## src/rtl/c17_bist_controller.sv

```systemverilog
// c17_bist_controller: LFSR pattern source and MISR response compactor for a C17-class CUT.
// Optional response bit-flip injection with first-failure capture: define C17_BIST_FAULT_INJ_EN.
module c17_bist_controller #(
  parameter int         NUM_PATTERNS = 31,
  parameter logic [4:0] LFSR_SEED    = 5'b00001,
  parameter logic [7:0] GOLDEN_SIG   = 8'h00
) (
  input  logic       clk,
  input  logic       rst_n,
  input  logic       start,
  output logic [4:0] pat_out,
  input  logic [1:0] resp_in,
`ifdef C17_BIST_FAULT_INJ_EN
  input  logic       inj_en,
  input  logic [1:0] inj_mask,
  output logic       first_fail_valid,
  output logic [4:0] first_fail_idx,
`endif
  output logic       busy,
  output logic       done,
  output logic       pass,
  output logic [7:0] signature,
  output logic [4:0] pat_count
);
  // an all-zero seed would lock the LFSR
  localparam logic [4:0] SEED = (LFSR_SEED == 5'd0) ? 5'd1 : LFSR_SEED;
  localparam logic [4:0] NP   = 5'(NUM_PATTERNS);
  typedef enum logic [1:0] {IDLE, RUN, DONE} state_t;
  state_t     r_state;
  logic [4:0] r_lfsr;
  logic [4:0] r_cnt;
  logic [7:0] r_misr;
  logic       r_busy;
  logic       r_done;
  logic       r_pass;
  logic [1:0] w_resp;
  logic [4:0] w_lfsr_nxt;
  logic [7:0] w_misr_nxt;
  logic       w_last;
`ifdef C17_BIST_FAULT_INJ_EN
  logic       r_ff_valid;
  logic [4:0] r_ff_idx;
  logic       w_inj;
  assign w_inj  = inj_en && |inj_mask;
  assign w_resp = resp_in ^ (inj_en ? inj_mask : 2'b00);
  assign first_fail_valid = r_ff_valid;
  assign first_fail_idx   = r_ff_idx;
`else
  assign w_resp = resp_in;
`endif
  assign w_lfsr_nxt = {r_lfsr[3:0], r_lfsr[4] ^ r_lfsr[2]};
  assign w_misr_nxt = {r_misr[6:4], r_misr[3] ^ r_misr[7], r_misr[2] ^ r_misr[7],
                       r_misr[1] ^ r_misr[7], r_misr[0] ^ w_resp[1], r_misr[7] ^ w_resp[0]};
  assign w_last     = (r_cnt == NP - 5'd1);
  always_ff @(posedge clk or negedge rst_n) begin
    if (!rst_n) begin
      r_state <= IDLE;
      r_lfsr  <= SEED;
      r_misr  <= 8'h00;
      r_cnt   <= 5'd0;
      r_busy  <= 1'b0;
      r_done  <= 1'b0;
      r_pass  <= 1'b0;
`ifdef C17_BIST_FAULT_INJ_EN
      r_ff_valid <= 1'b0;
      r_ff_idx   <= 5'd0;
`endif
    end else begin
      case (r_state)
        RUN: begin
          // response for the current pattern is captured on the same edge the pattern advances
          r_misr <= w_misr_nxt;
          r_lfsr <= w_lfsr_nxt;
          if (r_cnt != NP) r_cnt <= r_cnt + 5'd1;
`ifdef C17_BIST_FAULT_INJ_EN
          if (w_inj && !r_ff_valid) begin
            r_ff_valid <= 1'b1;
            r_ff_idx   <= r_cnt;
          end
`endif
          if (w_last) begin
            r_state <= DONE;
            r_busy  <= 1'b0;
            r_done  <= 1'b1;
            r_pass  <= (w_misr_nxt == GOLDEN_SIG);
          end
        end
        default: if (start) begin
          r_state <= RUN;
          r_lfsr  <= SEED;
          r_misr  <= 8'h00;
          r_cnt   <= 5'd0;
          r_busy  <= 1'b1;
          r_done  <= 1'b0;
          r_pass  <= 1'b0;
`ifdef C17_BIST_FAULT_INJ_EN
          r_ff_valid <= 1'b0;
          r_ff_idx   <= 5'd0;
`endif
        end
      endcase
    end
  end
  assign pat_out   = r_lfsr;
  assign signature = r_misr;
  assign pat_count = r_cnt;
  assign busy      = r_busy;
  assign done      = r_done;
  assign pass      = r_pass;
endmodule

```

## config.mk

```make
export PLATFORM = sky130hd
export DESIGN_NAME = c17_bist_controller
export DESIGN_NICKNAME = d
export VERILOG_FILES = /design/src/rtl/c17_bist_controller.sv
export SDC_FILE = /design/constraint.sdc
export NUM_CORES = 1
export LEC_CHECK = 0
export ABC_AREA = 1
export CORE_MARGIN = 3
export CORE_UTILIZATION = 51
export CTS_CLUSTER_SIZE = 12
export DETAILED_ROUTE_END_ITERATION = 12
export PLACE_DENSITY_LB_ADDON = 0.2
export SYNTH_ARGS = -nofsm -noshare
export SYNTH_HDL_FRONTEND = slang
export SYNTH_SLANG_ARGS = --single-unit
```

## constraint.sdc

```tcl
create_clock -name clk -period 4.4 [get_ports clk]
set_input_delay 0.44 -clock clk [delete_from_list [all_inputs] [get_ports clk]]
set_output_delay 0.44 -clock clk [all_outputs]
set_load 0.01 [all_outputs]
```

; ---- After elaboration in Yosys (flattened, before gate mapping)
; Index checks and enable logic that the tools add are counted.
[word_totals]
reg_bits = 23
latchBits = 0
mem_bits_rw = 0
mem_bits_ro = 0
input_bits = 5
out_inout_bits = 21
wordCells = 41
mem_count = 0
[classes]
addsub = 1
n_mul = 0
div = 0
n_lt_le_gt_ge = 0
n_eq_ne = 5
n_shift = 0
muxes = 18
bitwise = 6
reduce_logical = 4
[ops]
columns = op, n
row1 = 2-to-1 mux 5 bit, 5
row2 = 2-to-1 mux 8 bit, 2
row3 = zero test 8 bit, 1
row4 = 2-to-1 mux 1 bit, 8
row5 = 2-to-1 mux 2 bit, 3
row6 = bitwise XOR 1 bit, 6
row7 = adder 5 x 1 -> 5 bit (second input constant), 1
row8 = equality test 5 bit (second input constant), 1
row9 = inequality test 5 bit (second input constant), 1
row10 = inequality test 2 bit (second input constant), 2
row11 = AND reduction 2 bit, 2
row12 = equality test 2 x 1 -> 1 bit (second input constant), 1
row13 = nonzero test 2 bit, 1

; ---- Longest topological paths before layout
; Gate-level depths: netlist of run 1.
[logic_depth]
ltp_word = 4
mapped_depth = 8

; ---- Worst setup path after synthesis of run 1
; No wires, ideal clock.
[synth_path]
kind = reg2reg
startpoint = register r_cnt[0] (netlist: pat_count[0])
endpoint = register r_cnt[2] (netlist: pat_count[2])
setup_ns = 0.071
t_arrival_ns = 1.405
required_time_ns = 4.329
slack_ns = 2.924
stages_incl_launch_ff = 9
path_buffers = 0
period_less_slack_ns = 1.476
path_cell_list = dfrtp_1 > ha_1 > nand2_1 > nor2_1 > ha_1 > nand3b_2 > inv_1 > a21oi_1 > nor2_1
[synth_via]
elab_chain_len = 3
elab_cells_between_ends = 6
cone_classes = add/sub: 1 / eq/ne: 2 / mux: 2 / reduce/logical: 1
[synth_lines]
columns = element, line
row1 = "start, declared", 31  ; logic [4:0] r_cnt;
row2 = "start signal, assigned", 74  ; if (r_cnt != NP) r_cnt <= r_cnt + 5'd1;
row3 = adder 5 x 1 -> 5 bit or inequality test 5 bit (tied branches), 74
row4 = 2-to-1 mux 5 bit or inequality test 2 bit (tied branches), -
row5 = 2-to-1 mux 5 bit or AND reduction 2 bit (tied branches), -
; Several ways; a longest one is shown, not always the timed one. The select of a mux whose other input is x is not followed.
; A chain may end at the register's enable or synchronous reset.

; ---- Worst setup path in the final report of run 1
[layout_path]
startpoint = register r_misr[7] (netlist: signature[7])
endpoint = output signature[7]
[layout_rtl]
columns = element, line
row1 = "start, declared", 32  ; logic [7:0] r_misr;
row2 = "start signal, assigned", 72  ; r_misr <= w_misr_nxt;
row3 = "end, declared", 22  ; output logic [7:0] signature,
; No word-level cell between the ends.

==> metrics.cfg, run 1 <==
[synthesis]
yosysWarnings=0
syn_area_um2=1070
synthFlopType=dfrtp_1
yosys.area.top_type=dfrtp_1
async_flop_share_pct=100
synth_edf_count=0
synth_area_leaders=dfrtp_1, nand2_1, o22ai_2, inv_1, ha_1
ys_ff_latch=21
synthMostInstantiatedCell=nand2_1
syn-instance-count=117
synth_area_per_cell_um2=9.12
synth_common_cells=nand2_1, dfrtp_1, inv_1
synthesis.nets=125
yosysSeqAreaShare_pct=49.4
synth_cell_types=20
synth_top_area_share_pct=46.9

[sta]
fin_crit_sh_pct=41.8
setup_viol=0
fin_setup_tns_ns=0
slew_headroom_pct=40.0
hold_viol=0
final.setup_skew_ns=0.0131
period_needed_ns=1.84
drv_slew=0
fmax_ghz=0.544
rsz0062_at_grt=false
worst_pin_slew_ns=0.897

[worst_setup_path]
required_ns=3.96
crit_family=buffers and inverters
worst-path-max-fanout=6
critPathKind=flop to primary output
start_kind=flop
max_stage_delay_ns=0.59
crit_arrival_ns=1.40
r2r_cells=8
cp.depth=1
path_buf_inv=1
end_kind=primary output
cp_slowest_cell=clkdlybuf4s50_1
path_cells=clkdlybuf4s50_1

[power]
power_leakage_nw=0.665
power_density_nw_per_um2=804
max-vdd-ir-drop_uv=446

[floorplan]
fp-row-count=15
die-area_um2=2680
ios=26
start_util_pct=58.0
die_h_um=51.7
core_um2=1840
die_x_um=51.7

[clock_network]
cts_buffers=3
clock_path_buffers=2
post_cts_buffers=0
path_clk_slew_ns=0.12
h-tree-depth=1
cts_root_buffer=clkbuf_4
cts_resized=0
clock_latency_ns=0.31
cts_tree=yes
clock-sinks=21
cts_hold_buf=0

[cells_and_area]
final_cells=169
num-nets-final=153
fin_area_um2=1350
utilization_pct=73.5
area_delta_synth_final_pct=26.7
antenna_cells=0
nFillCells=153
drive_above_1_share_pct=16.0

[hold_path]
hold_depth=2
min_path_type=flop to flop

[placement]
gp_congestion=0.866
place_area_um2=1330
place_hpwl_um=1670
port_buffers=25
dp.cells=165

[route]
met2_wirelength_um=1090
drt-pass1-iter-count=3
drc_errors=0
vias_per_cell=5.09
routed-wl-met3_um=61
wl_met1_um=1020
postRouteAntennaNets=0
wl_per_cell_um=13.0
drt_iter0_drc=7
routed.top_layer=met4
wirelength_um=2190
vias=860

[grt]
grt_pass1_vias=865
grt_pass1_wl_um=3860
antenna_found_initial=0
grtUsageTotal_pct=19.2
grt.overflow.total=0
grt_max_degree=22

[flow_run]
maxCapViolations=0

[outcome]
status=finished, final reports clean

layout make-up:
class | instances | area (um^2) | area share [%]
Timing Repair Buffer | 25 | 250 | 18.5
Clock buffer | 4 | 26.3 | 1.94
Multi-Input combinational cell | 74 | 438 | 32.4
Tap cell | 25 | 31.3 | 2.31
Sequential cell | 21 | 527 | 38.9
Inverter | 20 | 80.1 | 5.92
sequential cells by signal, indices dropped and copies added (netlist names):
signal	flops
signature	8
pass	1
pat_out	5
done	1
r_state	1
pat_count	5
routing by layer:
layer  track usage, %  up-vias
met1             24.4      410
met2             32.6       18
met3             2.58        4
li1                 -      428
met4             7.86        0
met5                0        -
per-stage QoR:
stage / power (W) / hold WS [ns] / setup WS (ns)
6_report: 0.00109 / 0.530 / 2.56
5_1_grt: 0.00117 / 0.552 / 2.51
4_1_cts: 0.00109 / 0.530 / 2.55
3_5_place_dp: 0.000998 / 0.502 / 2.78
3_3_place_gp: 0.000970 / 0.504 / 2.81
2_1_floorplan: 0.000748 / 0.144 / 2.92
cell families (layout without fill, tap and decap cells):
kind of cell / after synthesis / in the layout / share of synthesized area (%)
AND/OR/NAND/NOR: 52 / 52 / 22.3
buffers and inverters: 22 / 49 / 9.61
flip-flops: 21 / 21 / 49.4
AO/OA/AOI/OAI: 18 / 18 / 14.4
adder cells (fa/ha/maj): 3 / 3 / 3.52
XOR/XNOR: 1 / 1 / 0.821
placed cells by master (no fill, tap or decap):
| cell | count |
|---|---|
| o22ai_2 | 8 |
| nand2_4 | 2 |
| clkbuf_4 | 3 |
| ha_1 | 3 |
| xor2_1 | 1 |
| nor2_1 | 5 |
| nand3_1 | 6 |
| dfstp_2 | 1 |
| nor2_2 | 1 |
| nand2_2 | 2 |
| clkdlybuf4s50_1 | 25 |
| dfrtp_1 | 20 |
| a21oi_1 | 1 |
| o22ai_1 | 3 |
| inv_2 | 4 |
| clkinv_4 | 1 |
| nand4_1 | 2 |
| inv_1 | 15 |
| clkbuf_1 | 1 |
| nand2_1 | 33 |
| nand3b_2 | 1 |
| o21ai_1 | 6 |
power breakdown:
group          internal [W]  switching, W
sequential         0.000291     0.0000935
combinational      0.000296      0.000313
clock             0.0000354     0.0000593
final timing paths:
check | startpoint | end | slack (ns)
worst max-delay path | signature[7]$_DFFE_PN0P_ | signature[7] | 2.56
worst min-delay path | pat_out[0]$_DFFE_PN1P_ | pat_out[1]$_DFFE_PN0P_ | 0.53
worst max register to register | pat_count[1]$_DFFE_PN0P_ | pat_count[2]$_DFFE_PN0P_ | 2.79
worst min register to register | pat_out[0]$_DFFE_PN1P_ | pat_out[1]$_DFFE_PN0P_ | 0.53
max in group asynchronous | rst_n | pat_count[1]$_DFFE_PN0P_ | 3.22
min in group asynchronous | rst_n | pass$_DFFE_PN0P_ | 0.62
(Power assumes the default switching activity.)
==> run 2: changes to the inputs <==
--- a/config.mk
+++ b/config.mk
@@ -7,7 +7,7 @@
 export LEC_CHECK = 0
 export ABC_AREA = 1
 export CORE_MARGIN = 3
-export CORE_UTILIZATION = 51
+export CORE_UTILIZATION = 43
 export CTS_CLUSTER_SIZE = 12
 export DETAILED_ROUTE_END_ITERATION = 12
 export PLACE_DENSITY_LB_ADDON = 0.2
==> constraint.sdc (replaced) <==
create_clock -name clk -period 1.55 [get_ports clk]
set_input_delay 0.155 -clock clk [delete_from_list [all_inputs] [get_ports clk]]
set_output_delay 0.155 -clock clk [all_outputs]
set_load 0.01 [all_outputs]
==> run 2 against run 1 <==
Sequential power rose to 2.7 times the previous value. Design area increased by 4.3%. Cell count grew 4.7%. Core utilization down 12 points. Sequential share of layout area decreased by 1.5 points. Global-route usage fell by 4.9 points. Clock power increased to 2.7 times the previous value. Combinational power rose to 3.0 times the previous value. Largest power group unchanged. Highest routed layer unchanged.
==> metrics.cfg, run 2 (synthesis gave the netlist of run 1 again) <==
[placement]
gp_congestion=0.733  ; -15%
port_buffers=25  ; unchanged
place_hpwl_um=1520  ; -8.8%
place_area_um2=1370  ; +3.1%

[worst_setup_path]
timing.rr.end=pat_count[2]$_DFFE_PN0P_
r2r_cells=8  ; unchanged
crit_arrival_ns=1.32  ; -0.08 ns
cp-endpoint=pat_count[0]
critPathKind=flop to primary output
end_kind=primary output
worst-path-max-fanout=4  ; -2
start_kind=flop
r2r_slack_ns=0.12  ; -2.67 ns
crit-reg2reg-launch=pat_count[0]$_DFFE_PN0P_
required_ns=1.39  ; -2.57 ns
worstSetupStartpoint=pat_count[0]$_DFFE_PN0P_

[sta]
fin_hold_ws_ns=0.187  ; -0.343 ns
rsz0062_at_grt=false
hold_viol=0  ; unchanged
drv_slew=0  ; unchanged
period_needed_ns=1.48
setup_viol=0  ; unchanged
final.setup_skew_ns=0.00611  ; -0.00698 ns
fin_setup_tns_ns=0  ; unchanged
worst_pin_slew_ns=0.306  ; -0.591 ns
slew_headroom_pct=79.5  ; +40 points
fmax_ghz=0.676
fin_crit_sh_pct=95.4

[hold_path]
min_path_type=primary input to async pin

[clock_network]
path_clk_slew_ns=0.11  ; about the same
clock_latency_ns=0.30  ; about the same
clock_path_buffers=2  ; unchanged
cts_tree=yes
cts_buffers=3  ; unchanged
h-tree-depth=1  ; unchanged
clock-sinks=21  ; unchanged
cts_hold_buf=0  ; unchanged
cts_root_buffer=clkbuf_4

[grt]
antenna_found_initial=0  ; unchanged
grt_pass1_vias=843  ; -2.5%
grtUsageTotal_pct=14.3  ; -4.9 points
grt_pass1_wl_um=3570  ; -7.3%
grt_max_degree=22  ; unchanged
grt.overflow.total=0  ; unchanged

[cells_and_area]
nFillCells=214  ; +40%
drive_above_1_share_pct=20.1  ; +4.2 points
area_delta_synth_final_pct=32.1
largest_register_ffs=8  ; unchanged
num-nets-final=158  ; +3.3%
layout_common_cells=nand2_1, clkdlybuf4s50_1, dfrtp_1
layout_commonest_cell=nand2_1
antenna_cells=0  ; unchanged
utilization_pct=62.0  ; -12 points
fin_area_um2=1410  ; +4.3%

[floorplan]
start_util_pct=46.9  ; -11 points
core_um2=2280  ; +24%
die_x_um=55.8  ; +7.9%
fp-row-count=17  ; +2
die_h_um=55.8  ; +7.9%
ios=26  ; unchanged
die-area_um2=3120  ; +16%

[route]
drt_iter0_drc=15  ; +8
drt-pass1-iter-count=4  ; +1
wl_per_cell_um=11.5  ; -11%
vias=865  ; +0.58%
wirelength_um=2040  ; -6.9%
drc_errors=0  ; unchanged
postRouteAntennaNets=0  ; unchanged
vias_per_cell=4.89  ; -4.0%

[flow_run]
maxCapViolations=0  ; unchanged

[power]
power_leakage_nw=0.709  ; +6.6%
total_power_w=0.00312  ; +190%
power_density_nw_per_um2=2210  ; +170%
max-vdd-ir-drop_uv=1420  ; +220%

[outcome]
status=finished, final reports clean

## run 2: cell type report
type | instances | area [um^2] | share of cell area, %
flip-flops and latches | 21 | 528 | 37.4
clock buffers | 4 | 26.3 | 1.86
multi-input cells | 74 | 449 | 31.9
inverters | 20 | 80.1 | 5.68
repair buffers | 30 | 292 | 20.7
well taps | 28 | 35.0 | 2.48
## run 2: power breakdown
part | leakage, nW | switching [W] | internal [W]
Clock | 0.0150 | 0.000156 | 0.000100
Combinational | 0.443 | 0.000919 | 0.000904
Sequential | 0.250 | 0.000208 | 0.000829
## run 2: per-layer routing
metal | vias up | wire, um | GRT usage (%)
li1 | 445 | - | -
met1 | 399 | 1010 | 18.6
met2 | 17 | 905 | 22.1
met3 | 4 | 76 | 2.55
met4 | 0 | 48 | 8.14
met5 | - | 0 | 0
## run 2: repair_timing
| action | in CTS | in global routing |
|---|---|---|
| gates resized for setup | 1 | 5 |
| buffers inserted | 0 | 0 |
| setup endpoints to repair | 1 | 8 |
## run 2: per-stage QoR
step | worst slack (ns) | cells
global placement | 0.126 | 173
detailed placement | 0.0722 | 173
finish | 0.0717 | 177
CTS | 0.0210 | 177
floorplan | 0.0742 | 117
global route | 0.0133 | 177
## run 2: critical path, cell delays in order (launching register included)
cell             delay [ns]
dfrtp_1                0.37
buf_4                  0.13
clkdlybuf4s50_1        0.53
## run 2: how the worst min path moves through the flow
stage                          endpoint              from  depth (start not counted)
6_report               done$_DFFE_PN0P_             rst_n                          2
5_1_grt        pat_count[3]$_DFFE_PN0P_             rst_n                          2
4_1_cts        pat_count[3]$_DFFE_PN0P_             rst_n                          2
3_5_place_dp           pass$_DFFE_PN0P_  pass$_DFFE_PN0P_                          2
3_3_place_gp           pass$_DFFE_PN0P_  pass$_DFFE_PN0P_                          2
2_1_floorplan          done$_DFFE_PN0P_             rst_n                          0
==> run 3: changes to the inputs <==
--- a/config.mk
+++ b/config.mk
@@ -6,11 +6,13 @@
 export NUM_CORES = 1
 export LEC_CHECK = 0
 export ABC_AREA = 1
+export CORE_ASPECT_RATIO = 0.75
 export CORE_MARGIN = 3
 export CORE_UTILIZATION = 43
 export CTS_CLUSTER_SIZE = 12
 export DETAILED_ROUTE_END_ITERATION = 12
 export PLACE_DENSITY_LB_ADDON = 0.2
+export SLEW_MARGIN = 20
 export SYNTH_ARGS = -nofsm -noshare
 export SYNTH_HDL_FRONTEND = slang
 export SYNTH_SLANG_ARGS = --single-unit
==> run 3 against run 2 <==
Sequential share of layout area decreased by 0.055 points. Register-to-register slack got worse by 0.02 ns. Design area increased by 0.62%. Largest power group unchanged. Sequential cell count unchanged.
==> metrics.cfg, run 3 (synthesis gave the netlist of run 1 again) <==
[cells_and_area]
antenna_cells=0  ; unchanged
multi_input_area_um2=449  ; unchanged
utilization_pct=65.3  ; +3.4 points
area_delta_synth_final_pct=32.9
fin_area_um2=1420  ; +0.62%
regArea_um2=531  ; +0.47%
largest_register_ffs=8  ; unchanged
drive_above_1_share_pct=22.8  ; +2.7 points
num-nets-final=158  ; unchanged
layout_commonest_cell=nand2_1
layout_common_cells=nand2_1, clkdlybuf4s50_1, dfrtp_1
nFillCells=200  ; -6.5%

[worst_setup_path]
crit_family=buffers and inverters
worst-path-max-fanout=4  ; unchanged
cp_slowest_cell=clkdlybuf4s50_1
critPathKind=flop to primary output
max_stage_delay_ns=0.56  ; +0.03 ns
path_buf_inv=1  ; -1
path_cells=clkdlybuf4s50_1
end_kind=primary output
start_kind=flop
required_ns=1.39  ; about the same
crit_arrival_ns=1.35  ; +0.03 ns

[floorplan]
start_util_pct=49.1  ; +2.2 points
die_h_um=49.1  ; -12%
die-area_um2=3120  ; +0.19%
ios=26  ; unchanged
die_x_um=63.5  ; +14%
fp-row-count=14  ; -3
core_um2=2170  ; -4.6%

[route]
vias=878  ; +1.5%
drt_iter0_drc=17  ; +2
vias_per_cell=4.85  ; -0.74%
drt-pass1-iter-count=4  ; unchanged
wirelength_um=2360  ; +16%
drc_errors=0  ; unchanged
wl_per_cell_um=13.0  ; +13%
postRouteAntennaNets=0  ; unchanged

[placement]
place_area_um2=1370  ; +0.37%
gp_congestion=0.802  ; +9.5%
port_buffers=25  ; unchanged
place_hpwl_um=1800  ; +19%
dp_slack_ns=0.00802  ; -0.0642 ns

[sta]
fin_ws_ns=0.0433  ; -0.0284 ns
fin_crit_sh_pct=97.2  ; +1.8 points
drv_slew=0  ; unchanged
worst_pin_slew_ns=0.341  ; +0.0343 ns
hold_viol=0  ; unchanged
setup_viol=0  ; unchanged
period_needed_ns=1.51  ; +0.0284 ns
final.setup_skew_ns=0.0254  ; +0.0193 ns
slew_headroom_pct=77.2  ; -2.3 points
rsz0062_at_grt=true
fmax_ghz=0.664  ; -1.9%

[grt]
gr-max-usage-layer=met2
grt.overflow.total=0  ; unchanged
antenna_found_initial=0  ; unchanged
grtUsageMet1_pct=23.7  ; +5.1 points
met3_usage_pct=5.30  ; +2.7 points
grt_pass1_wl_um=4050  ; +13%
grt_use_met2_pct=24.8  ; +2.7 points
grtUsageTotal_pct=16.6  ; +2.4 points
grt_max_degree=22  ; unchanged
grt_pass1_vias=853  ; +1.2%

[clock_network]
path_clk_slew_ns=0.13  ; +0.02 ns
cts_tree=yes
clock-sinks=21  ; unchanged
h-tree-depth=1  ; unchanged
clock_path_buffers=2  ; unchanged
cts_hold_buf=0  ; unchanged
cts_buffers=3  ; unchanged
cts_root_buffer=clkbuf_4
clock_latency_ns=0.32  ; +0.02 ns

[outcome]
status=finished, final reports clean

[flow_run]
maxCapViolations=0  ; unchanged

[hold_path]
min_path_type=primary input to async pin

[power]
max-vdd-ir-drop_uv=939  ; -34%
power_leakage_nw=0.711  ; +0.31%
power_density_nw_per_um2=2230  ; +0.80%

run 3: path summary, 6_finish.rpt:
check                                                end  slack [ns]                     start  cells past startpoint
worst max-delay path                                busy        0.04    r_state[0]$_DFFE_PN0P_                      1
worst min-delay path            pat_count[0]$_DFFE_PN0P_        0.16                     rst_n                      2
worst max register to register  pat_count[2]$_DFFE_PN0P_        0.10  pat_count[0]$_DFFE_PN0P_                      7
worst min register to register    pat_out[1]$_DFFE_PN0P_        0.53    pat_out[0]$_DFFE_PN1P_                      2
max in group asynchronous         pat_out[0]$_DFFE_PN1P_        1.08                     rst_n                      2
min in group clk                  pat_out[1]$_DFFE_PN0P_        0.53    pat_out[0]$_DFFE_PN1P_                      2
run 3: stage by stage:
stage	hold WS, ns	cells	setup TNS [ns]	power, W
global placement	0.514	177	0	0.00284
global route	0.188	181	-0.00455	0.00345
finish	0.163	181	0	0.00316
floorplan	-0.141	117	0	0.00212
CTS	0.180	181	-0.00879	0.00317
detailed placement	0.508	177	0	0.00290
run 3: power breakdown:
group / internal, W / switching, W / leakage (nW)
sequential: 0.000834 / 0.000240 / 0.248
clock: 0.0000963 / 0.000171 / 0.0177
combinational: 0.000890 / 0.000930 / 0.445
run 3: worst reg2reg max path, stage by stage, from the launching register on:
cell	delay [ns]
dfrtp_1	0.41
ha_1	0.21
nand2_1	0.09
nor2_1	0.05
ha_1	0.16
nand3b_4	0.20
o21ai_1	0.16
nor2_1	0.07
run 3: routing by layer:
layer,vias up,share of wire [%]
met5,-,0
met4,0,0.55
met3,2,4.7
met1,414,51
met2,21,44
li1,441,-
run 3: final cells by class:
type                       instances  area share, %
timing repair buffer              30           20.5
clock inverter                     1          0.353
sequential                        21           37.4
inverter                          20           5.64
multi-input combinational         74           31.7
clock buffer                       3           1.59
tap                               32           2.82
run 3: timing repair:
| action | CTS | global route |
|---|---|---|
| setup endpoints to repair | 2 | 10 |
| resized for setup | 1 | 8 |
| buffers inserted | 0 | 0 |
==> RTL change 1, RTL diff (flow settings as in run 3) <==
Reset style: synchronous (`rst_n`), changed in one clocked block.
--- a/src/rtl/c17_bist_controller.sv
+++ b/src/rtl/c17_bist_controller.sv
@@ -54,3 +54,3 @@
   assign w_last     = (r_cnt == NP - 5'd1);
-  always_ff @(posedge clk or negedge rst_n) begin
+  always_ff @(posedge clk) begin
     if (!rst_n) begin
Formal check against the unedited RTL: differs if rst_n is asserted again (counterexample within 4 cycles, from zero or initial values and one cycle with rst_n low); with rst_n held inactive, the same outputs for 10 cycles.
==> RTL change 1 against run 3 <==
Sequential cell count unchanged; critical path depth up 1; via count up 11%; core utilization down 2.1 points; synthesized area down 8.0%; routed wire length down 6.6%; synthesized cell count up 21%; design area down 7.1%; worst hold slack better by 0.31 ns; setup slack better by 0.021 ns; die area down 7.1%; count of clock-buffer cells in the layout up 1.
Power is left out: it rests on default switching activity, and per cell area and clock period it moved more than threefold.
==> RTL change 1: results (changes against run 3) <==
- Worst Tran Pin Value: 0.337 ns (-0.00368 ns)
- Ys Warns: 0 (unchanged)
- Layout Nets: 182 (+15%)
- Hold EP: pat_count[0]$_SDFFE_PN0P_
- Top cells by area, synth: dfxtp_1 43%, nand2_1 20%, a21oi_1 9.2%
- Largest net degree at the start of global routing: 15 (-32%)
- Yosys cell types: 18 (-10%)
- TritonCTS Buffers: 3 (unchanged)
- Layout cells sized above 1: 10.4% (-12 points)
- DR iter-0 viols: 32 (+15)
- Global-route wire length before repair: 3.70 mm (-8.7%)
- Async SR Flop Fraction: 0% (-100 points)
- Hold Crit Class: reg -> reg
- GRT Overall Usage: 17.8% (+1.2 points)
- Syn_nets: 149 (+19%)
- Reg2reg path depth: 10 (+3)
- Clock slew at reported path FFs: 0.11 ns (-0.02 ns)
- Critical Path AT: 1.33 ns (-0.02 ns)
- Clk_skew: 0.00705 ns (-0.0184 ns)
- Status: completed
- Top_reg_cell synth: dfxtp_1
- Vias per inst: 4.93 (+1.7%)
- Fill cells: 184 (-8.0%)
- Sequential share of the synthesized area: 42.8% (-6.6 points)
- Cts repair resizes: 0 (-1)
- Reg2reg setup slack: 0.15 ns (+0.05 ns)
- Commonest cells post-synth: 52 x nand2_1, 21 x dfxtp_1, 18 x a21oi_1, 13 x inv_1, 9 x nor2_1
- Initial DRT Pass Iterations: 4 (unchanged)
- Worst hold start: pat_count[0]$_SDFFE_PN0P_
- Final Wtd Congestion: 0.746 (-7.1%)
- Initial antenna violation count: 0 (unchanged)
- Critical R2R Launch: pat_count[0]$_SDFFE_PN0P_
- Vias in the first global route: 849 (-0.47%)
- Worst r2r dst: pat_count[2]$_SDFFE_PN0P_
- H-tree depth: 1 (unchanged)
- Total gr overflow: 0 (unchanged)
- Wire per inst: 11.2 um (-14%)
- HPWL after DPL: 1.70 mm (-5.9%)
RTL change 1: changes by cell type after synthesis, sizes merged, moves of 2 or more:
cell,change
o22ai,-11
nand3,+2
nor2,+5
nand2,+16
nand4,-2
dfrtp,-20
a21oi,+18
dfxtp,+21
inv,-5
RTL change 1: area by class of cell:
| type | instances | area, um^2 | area share (%) |
|---|---|---|---|
| Multi-Input combinational cell | 102 | 488 | 37.0 |
| Inverter | 15 | 56.3 | 4.27 |
| Timing Repair Buffer | 31 | 295 | 22.4 |
| Sequential cell | 21 | 422 | 32.0 |
| Clock buffer | 4 | 26.3 | 1.99 |
| Tap cell | 24 | 30.0 | 2.28 |
RTL change 1: stage by stage:
| stage | cells | hold WS, ns | setup slack (ns) | cell area, um^2 | utilization [%] |
|---|---|---|---|---|---|
| 6_report | 197 | 0.471 | 0.0641 | 1320 | 63.2 |
| 5_1_grt | 197 | 0.480 | 0.0103 | 1320 | 63.2 |
| 4_1_cts | 197 | 0.483 | 0.0484 | 1310 | 62.9 |
| 3_5_place_dp | 193 | 0.466 | 0.0711 | 1280 | 61.6 |
| 3_3_place_gp | 193 | 0.461 | 0.151 | 1280 | 61.6 |
| 2_1_floorplan | 141 | 0.239 | 0.163 | 982 | - |
RTL change 1: worst max-delay path by stage:
| stage | startpoint | to | depth (start not counted) |
|---|---|---|---|
| CTS | pat_count[1]$_SDFFE_PN0P_ | pat_count[1] | 2 |
| detailed placement | pat_count[0]$_SDFFE_PN0P_ | pat_count[2]$_SDFFE_PN0P_ | 10 |
| global route | pat_count[1]$_SDFFE_PN0P_ | pat_count[1] | 2 |
| floorplan | pat_count[1]$_SDFFE_PN0P_ | pat_count[1]$_SDFFE_PN0P_ | 10 |
| finish | pat_count[1]$_SDFFE_PN0P_ | pat_count[1] | 2 |
| global placement | pat_count[0]$_SDFFE_PN0P_ | pat_count[2]$_SDFFE_PN0P_ | 10 |
RTL change 1: worst max-delay path, cell delays in order, from the launching register on:
cell	delay, ns
dfxtp_1	0.36
buf_4	0.13
clkdlybuf4s50_1	0.53
RTL change 1: cell families after synthesis:
family	after synthesis	share of synthesized area, %
AND/OR/NAND/NOR	73	31.0
AO/OA/AOI/OAI	24	12.6
flip-flops	21	42.8
buffers and inverters	18	8.02
adder cells (fa/ha/maj)	3	3.82
XOR/XNOR	2	1.78
RTL change 1: metal layers:
| metal | vias up | GRT usage (%) | part of all wire, % |
|---|---|---|---|
| met3 | 3 | 6.59 | 5.0 |
| li1 | 508 | - | - |
| met1 | 435 | 25.4 | 53 |
| met5 | - | 0 | 0 |
| met2 | 26 | 25.5 | 41 |
| met4 | 0 | 3.90 | 0.77 |
==> RTL change 2, RTL diff (config.mk and constraints of run 3) <==
Made on the original files. The parameter `NUM_PATTERNS` goes from 31 to 15.
--- a/src/rtl/c17_bist_controller.sv
+++ b/src/rtl/c17_bist_controller.sv
@@ -3,3 +3,3 @@
 module c17_bist_controller #(
-  parameter int         NUM_PATTERNS = 31,
+  parameter int         NUM_PATTERNS = 15,
   parameter logic [4:0] LFSR_SEED    = 5'b00001,
Function: same outputs for any inputs over 10 cycles, from zero or initial values and one cycle with rst_n low; that may be too few to reach the edited logic, so the function may still have changed.
==> RTL change 2 against run 3 <==
Design area increased by 3.7%; fmax shrank 1.5%; die area rose by 1.8%; final cell count up 4.4%; power is 8.4% higher; routed wire length down 3.8%; non-clock buffer count up 4; core utilization down 2.6 points; critical path type is now reg -> reg; synthesized area is 2.0% higher; highest routed layer unchanged; setup slack worse by 0.023 ns; critical endpoint is now pat_count[1]$_DFFE_PN0P_; sequential cell count unchanged; clock skew down 0.019 ns.
==> RTL change 2: results (changes against run 3) <==
- Worst setup path start: pat_count[0]$_DFFE_PN0P_
- Sequential share of the synthesized area: 48.4% (-0.96 points)
- Wire per inst: 12.0 um (-7.9%)
- Post-Place Cell Area: 1380 um^2 (+0.64%)
- GRT Overall Usage: 14.7% (-1.9 points)
- CP top delay family: simple AND/OR/NAND/NOR gates
- Status: completed
- DR iter-0 viols: 10 (-7)
- Non-filler instance count after layout: 189 (+4.4%)
- Commonest cells post-synth: 29 x nand2_1, 21 x inv_1, 20 x dfrtp_1, 8 x o22ai_2, 6 x nor2_1
- Layout Nets: 164 (+3.8%)
- Yosys cell types: 21 (+5.0%)
- Top cells by area, synth: dfrtp_1 46%, nand2_1 10%, o22ai_2 9.2%
- Vias per inst: 4.70 (-3.0%)
- Skew-Pair Late Insertion Delay: 0.30 ns (-0.02 ns)
- Final Hold Fails: 0 (unchanged)
- Layout cells sized above 1: 25.2% (+2.3 points)
- Worst Tran Pin Value: 0.315 ns (-0.0258 ns)
- DP Cell Count: 179 (+1.1%)
- CP max-delay cell: dfrtp_1
- Peak supply drop: 1.15 mV (+22%)
- Max Root-Sink Buffers: 2 (unchanged)
- Worst r2r dst: pat_count[1]$_DFFE_PN0P_
- Clk_skew: 0.00624 ns (-0.0192 ns)
- Syn_nets: 127 (+1.6%)
- Sw Ratio: 42.5% (+0.058 points)
- Largest stage delay, worst path: 0.41 ns (-0.15 ns)
- Reg2reg setup slack: 0.02 ns (-0.08 ns)
- Max Clk Rate: 0.654 GHz (-1.5%)
- Max reg flops: 8 (unchanged)
- Vias in the first global route: 812 (-4.8%)
- HPWL after DPL: 1.64 mm (-9.2%)
- Critical Path AT: 1.73 ns (+0.38 ns)
- Global-route wire length before repair: 3.71 mm (-8.5%)
- Synth Instances: 119 (+1.7%)
- Leakage: 0.000751 uW (+5.6%)
- Initial DRT Pass Iterations: 4 (unchanged)
## RTL change 2: worst max path at each step
stage	cells after the start	endpoint
after global placement	9	pat_count[1]$_DFFE_PN0P_
after global routing	8	pat_count[3]$_DFFE_PN0P_
after floorplan	9	pat_count[0]$_DFFE_PN0P_
after CTS	8	pat_count[2]$_DFFE_PN0P_
after detailed placement	9	pat_count[1]$_DFFE_PN0P_
final	9	pat_count[1]$_DFFE_PN0P_
## RTL change 2: logic make-up (layout without fill, tap and decap cells)
logic type | Yosys count | after routing | synth area share [%]
xor gates and xnor gates | 1 | 1 | 0.805
buffers and inverters | 27 | 63 | 10.7
adders and majority gates | 3 | 3 | 3.45
and+or+nand+nor | 48 | 48 | 22.0
DFF | 21 | 21 | 48.4
AOI/OAI and AO/OA | 19 | 19 | 14.7
## RTL change 2: power groups by stage
stage / Clock, uW / Sequential, uW / Combinational (uW)
after global routing: 302 / 1090 / 2330
after global placement: 0 / 1070 / 1890
after floorplan: 0 / 1180 / 1080
after CTS: 271 / 1070 / 1940
final: 265 / 1050 / 2120
after detailed placement: 0 / 1080 / 1940
## RTL change 2: cell type report
cell class	instances	area (um^2)
flip-flops and latches	21	529
multi-input cells	71	458
well taps	34	42.5
inverters	25	93.8
fillers	217	875
clock buffers	4	26.3
repair buffers	34	322
## RTL change 2: routing by layer
metal  wire length (um)  share of wire [%]  vias to the layer above  GRT usage [%]
met4                 13               0.57                        0           2.11
li1                   -                  -                      452              -
met1               1080                 48                      417           21.3
met3                120                5.3                        2           5.69
met2               1060                 47                       18           21.3
met5                  0                  0                        -              0
## RTL change 2: what timing repair did
item	4_1_cts	5_1_grt
endpoints found under the setup margin	2	7
buffers inserted	0	6
gates resized for setup	2	7
